==> config.mk <==
export PLATFORM = sky130hd
export DESIGN_NAME = uart_tx_scheduler
export DESIGN_NICKNAME = d
export VERILOG_FILES = /design/src/rtl/uart_tx_scheduler.sv
export SDC_FILE = /design/constraint.sdc
export NUM_CORES = 1
export LEC_CHECK = 0
export BUFFER_PORTS_ARGS = -buffer_cell sky130_fd_sc_hd__clkbuf_2
export CAP_MARGIN = 20
export CELL_PAD_IN_SITES_DETAIL_PLACEMENT = 0
export CELL_PAD_IN_SITES_GLOBAL_PLACEMENT = 1
export CORE_MARGIN = 2
export CORE_UTILIZATION = 38
export DETAILED_ROUTE_END_ITERATION = 10
export PLACE_DENSITY = 0.74
export SETUP_SLACK_MARGIN = 0.3
export SLEW_MARGIN = 10
export SYNTH_ARGS = -nofsm -noshare
export SYNTH_HDL_FRONTEND = slang
export SYNTH_SLANG_ARGS = --single-unit
export TNS_END_PERCENT = 50
==> constraint.sdc <==
create_clock -name hwclk -period 2.28 [get_ports hwclk]
set_clock_uncertainty 0.2 [all_clocks]
set_input_delay 0 -clock hwclk [delete_from_list [all_inputs] [get_ports hwclk]]
set_output_delay 0 -clock hwclk [all_outputs]
set_load 0.02 [all_outputs]
==> src/rtl/uart_tx_scheduler.sv <==
// Two-requester round-robin scheduler feeding a UART byte transmitter.
// Arbitration is per message; bytes of one message go back-to-back.
module uart_tx_scheduler #(
  parameter int GAP_CYCLES = 16,
  parameter int TIMEOUT    = 64
) (
  input  logic       hwclk,
  input  logic       rst,
  input  logic       a_req,
  input  logic [7:0] a_data,
  input  logic       a_last,
  output logic       a_ack,
  input  logic       b_req,
  input  logic [7:0] b_data,
  input  logic       b_last,
  output logic       b_ack,
  output logic [7:0] tx_data,
  output logic       tx_start,
  input  logic       tx_busy,
  output logic [1:0] owner,
  output logic       err
);

  localparam logic [2:0] IDLE      = 3'd0;
  localparam logic [2:0] START     = 3'd1;
  localparam logic [2:0] WAIT_BUSY = 3'd2;
  localparam logic [2:0] WAIT_DONE = 3'd3;
  localparam logic [2:0] GAP       = 3'd4;

  localparam int TW = $clog2(TIMEOUT + 1);
  localparam int GW = $clog2(GAP_CYCLES + 1);

  logic [2:0]    state;
  logic [1:0]    own;
  logic          ptr;
  logic          last_q;
  logic [TW-1:0] tcnt;
  logic [GW-1:0] gcnt;

  logic gnt_b;
  logic sel_b;
  logic sel_req;
  logic own_req;
  logic load;
  logic go;
  logic tmo;
  logic msg_end;

  assign own_req = (own[0] & a_req) | (own[1] & b_req);
  // ptr=1 gives B priority when both request
  assign gnt_b   = b_req & (~a_req | ptr);
  assign sel_b   = (state == IDLE) ? gnt_b : own[1];
  assign sel_req = sel_b ? b_req : a_req;

  assign load = ((state == IDLE) & (a_req | b_req))
              | ((state == WAIT_DONE) & ~tx_busy & ~last_q);

  assign go  = (state == START) & own_req;
  assign tmo = (state == WAIT_BUSY) & ~tx_busy
             & (tcnt == TW'(TIMEOUT - 1));

  assign msg_end = ((state == START) & ~own_req)
                 | tmo
                 | ((state == WAIT_DONE) & ~tx_busy & last_q);

  assign tx_start = go & ~rst;
  assign a_ack    = go & own[0] & ~rst;
  assign b_ack    = go & own[1] & ~rst;
  assign err      = tmo & ~rst;
  assign owner    = own;

  always_ff @(posedge hwclk) begin
    if (rst) begin
      state   <= IDLE;
      own     <= 2'b00;
      ptr     <= 1'b0;
      last_q  <= 1'b0;
      tcnt    <= '0;
      gcnt    <= '0;
      tx_data <= 8'h00;
    end else begin
      if (load & sel_req) begin
        tx_data <= sel_b ? b_data : a_data;
        last_q  <= sel_b ? b_last : a_last;
      end
      if (msg_end) begin
        state <= GAP;
        own   <= 2'b00;
        ptr   <= own[0];
        gcnt  <= '0;
      end else begin
        case (state)
          IDLE: begin
            if (a_req | b_req) begin
              state <= START;
              own   <= gnt_b ? 2'b10 : 2'b01;
            end
          end
          START: begin
            state <= WAIT_BUSY;
            tcnt  <= '0;
          end
          WAIT_BUSY: begin
            if (tx_busy) state <= WAIT_DONE;
            else tcnt <= tcnt + TW'(1);
          end
          WAIT_DONE: begin
            if (!tx_busy) state <= START;
          end
          GAP: begin
            if (gcnt == GW'(GAP_CYCLES - 1)) state <= IDLE;
            else gcnt <= gcnt + GW'(1);
          end
          default: state <= IDLE;
        endcase
      end
    end
  end

endmodule

==> flow_summary_export.csv <==
group,metric,value,unit
logic_synthesis,seq_area_frac_synth,38.7,%
timing,tns,0,ns
timing,rsz0062_at_grt,"yes",
global_routing,grt_pass1_vias,1423,
routing,met2_length,1820,µm
cells_and_area,antenna_cells,0,
global_routing,grt_max_degree,15,
placement,post-dp-hpwl,2300,µm
pwr,power,2.03,mW
timing,min_period_over_period,94.4,%
logic_synthesis,syn_area,1400,µm²
critical_path,r2r_slack,0.13,ns
timing,worstMarginPinSlew,0.542,ns
timing,slew_headroom,63.8,%
floorplan,dieArea,4180,µm²
routing,wl_met1,1600,µm
job,max_cap_viol_count,0,
floorplan,coreArea,3610,µm²
logic_synthesis,async_reset_ff_share,0,%
critical_path,r2r_end,"ptr",
logic_synthesis,synth-edff-count,0,
routing,viasPerCell,5.20,
routing,detail-route-antenna-nets,0,
placement,gp_congestion,0.738,
clocking,cts.sinks,27,
pwr,p_leak,0.886,nW
clocking,clock_latency,0.27,ns
routing,wl_per_cell,13.4,µm
timing,hold_violations,0,
routing,met3RoutedLength,188,µm
logic_synthesis,synth_seq_cells,27,
timing,report.final.slew_viol_count,0,
clocking,cts_buffers,3,
floorplan,num_rows,22,
logic_synthesis,synth.net_count,176,
pwr,p_per_area,970,nW/µm²
logic_synthesis,yosys.area.top_type_share,38.7,%
floorplan,ios,37,
cells_and_area,multi_input_area,846,µm²
routing,drc,0,
hold_path,min_to,"tcnt[1]",
critical_path,endpoint_kind,"flip-flop",
critical_path,crit_path_start_kind,"flip-flop",
clocking,htreeDepth,1,
critical_path,crit_required,2.29,ns
floorplan,die_w,64.6,µm
logic_synthesis,synth_area_leaders,"dfxtp_1 (39%), mux2i_1 (7.9%), a211oi_1 (5.9%)",
global_routing,grt_usage,18.1,%
critical_path,cp_data_arrival_time,2.16,ns
logic_synthesis,synth.largest_area_cell,"dfxtp_1",
timing,fmax,465,MHz
global_routing,grt_overflow_total,0,
status,status,"completed",
global_routing,antenna_found_initial,0,
hold_path,hold_path_class,"input pin to flip-flop",
clocking,cts_buffer_depth,2,
placement,dp_cells,232,
timing,fin_crit,2.15,ns
logic_synthesis,yosys_most_used_dff,"dfxtp_1",
cells_and_area,fillers,318,
timing,finalSetupViolCount,0,
cells_and_area,syn_to_final_growth,49.6,%
cells_and_area,nNetsFinal,250,
placement,io_buffers,36,
clocking,cts-root-buf,"clkbuf_8",
logic_synthesis,synth_area_per_cell,9.31,µm²
logic_synthesis,synth_commonest_cells,"dfxtp_1 (27), a21oi_1 (14), a211oi_1 (11), mux2i_1 (11), nor2_1 (10)",
critical_path,reg2reg_from,"state[2]",
routing,dr.pass1.iters,4,
logic_synthesis,yosysUniqueCellTypes,47,
routing,route.vias.total,1410,
hold_path,min_from,"tx_busy",
routing,drtIter0Drc,52,
floorplan,start_util,38.7,%
pwr,peakVddDrop,585,µV
routing,wirelength,3630,µm
cells_and_area,drive_gt1_share,34.1,%
critical_path,crit_type,"flip-flop to flip-flop",
logic_synthesis,netlist_instances,150,
clocking,tritoncts,"yes",
routing,highest_layer,"met4",
cells_and_area,stdcell_count,271,
global_routing,grt_pass1_wl,6030,µm
logic_synthesis,synth.most_common_cell,"dfxtp_1",
critical_path,critPathLaunch,"state[2]",
critical_path,ff2ff_path_depth,5,
hold_path,hold_path_depth,5,
critical_path,cp_max_fo,4,
logic_synthesis,yosys_warnings,0,
cells_and_area,seq_area,551,µm²
clocking,path_clk_slew,0.09,ns
floorplan,dieHeight,64.6,µm
-- layout by cell type, fill, tap and decap left out, types with 3 or more instances in the layout --
cell type / netlist / routed
dlygate4sd3_1: 0 / 24
inv_1: 5 / 5
a21oi_1: 14 / 12
buf_4: 0 / 16
nor2_1: 10 / 9
dfxtp_1: 27 / 23
mux2i_1: 11 / 11
nand2b_1: 3 / 3
clkbuf_2: 0 / 35
nand2_1: 9 / 9
a211oi_1: 11 / 11
nand3_1: 4 / 4
ha_1: 3 / 3
buf_6: 2 / 3
clkbuf_8: 0 / 3
and2_1: 3 / 3
a32oi_1: 3 / 3
a21oi_2: 1 / 3
-- power by group --
| part | internal [mW] | switching (mW) | total (mW) |
|---|---|---|---|
| sequential | 0.615 | 0.112 | 0.727 |
| combinational | 0.476 | 0.554 | 1.03 |
| clock | 0.125 | 0.145 | 0.270 |
| total | 1.22 | 0.811 | 2.03 |
-- state kept, by name (all words and copies together), names as in the netlist --
name / count
tx_data: 8
tcnt: 7
gcnt: 5
state: 3
owner: 2
last_q: 1
ptr: 1
-- layout make-up --
type                    instances  area share [%]
multi-input cells             109            40.5
flip-flops and latches         27            26.3
inverters                       5           0.898
well taps                      48            2.87
repair buffers                 78            27.2
clock buffers                   4            2.16
-- metal layers --
metal  vias to the layer above  GRT usage, %
li1                        709             -
met1                       655          21.9
met2                        44          31.9
met3                         2          3.47
met4                         0          6.12
met5                         -             0
-- critical path: stages, from the launching register on --
cell and delay [ns]:
dfxtp_4 0.36, or4b_4 0.53, or4_4 0.57, buf_6 0.16
a21bo_1 0.17, a21oi_2 0.10
-- through the flow --
stage	utilization, %	hold WS [ns]	instance area, µm²	setup WS (ns)
after floorplan	-	-0.127	1410	0.269
after global placement	45.7	0.127	1650	0.180
after detailed placement	45.7	0.139	1650	0.128
after CTS	56.0	0.0220	2020	0.135
after global routing	57.9	0.199	2090	0.0895
final	57.9	0.154	2090	0.128
-- how the worst max path moves through the flow --
stage	depth (start not counted)	to	slack [ns]
after floorplan	6	ptr	0.27
after global placement	4	tcnt[3]	0.18
after detailed placement	4	tcnt[3]	0.13
after CTS	4	err	0.13
after global routing	5	ptr	0.09
final	5	ptr	0.13
-- cells by family (layout without fill, tap and decap cells) --
| group | Yosys count | in the layout | share of synthesized area, % |
|---|---|---|---|
| multiplexers | 12 | 12 | 8.69 |
| AND/OR/NAND/NOR | 46 | 46 | 20.7 |
| buffers and inverters | 14 | 87 | 5.11 |
| adder cells (fa/ha/maj) | 3 | 3 | 2.69 |
| flip-flops | 27 | 27 | 38.7 |
| XOR/XNOR | 3 | 3 | 1.88 |
| AO/OA/AOI/OAI | 45 | 45 | 22.2 |
-- timing repair --
item / in CTS / in global routing
hold endpoints to repair: 15 / 0
hold buffers: 24 / 0
setup buffers: 9 / 2
gates resized for setup: 7 / 14
pin swaps: 5 / 7
setup endpoints to repair: 16 / 22
No activity file was read; power rests on OpenSTA's default activity.
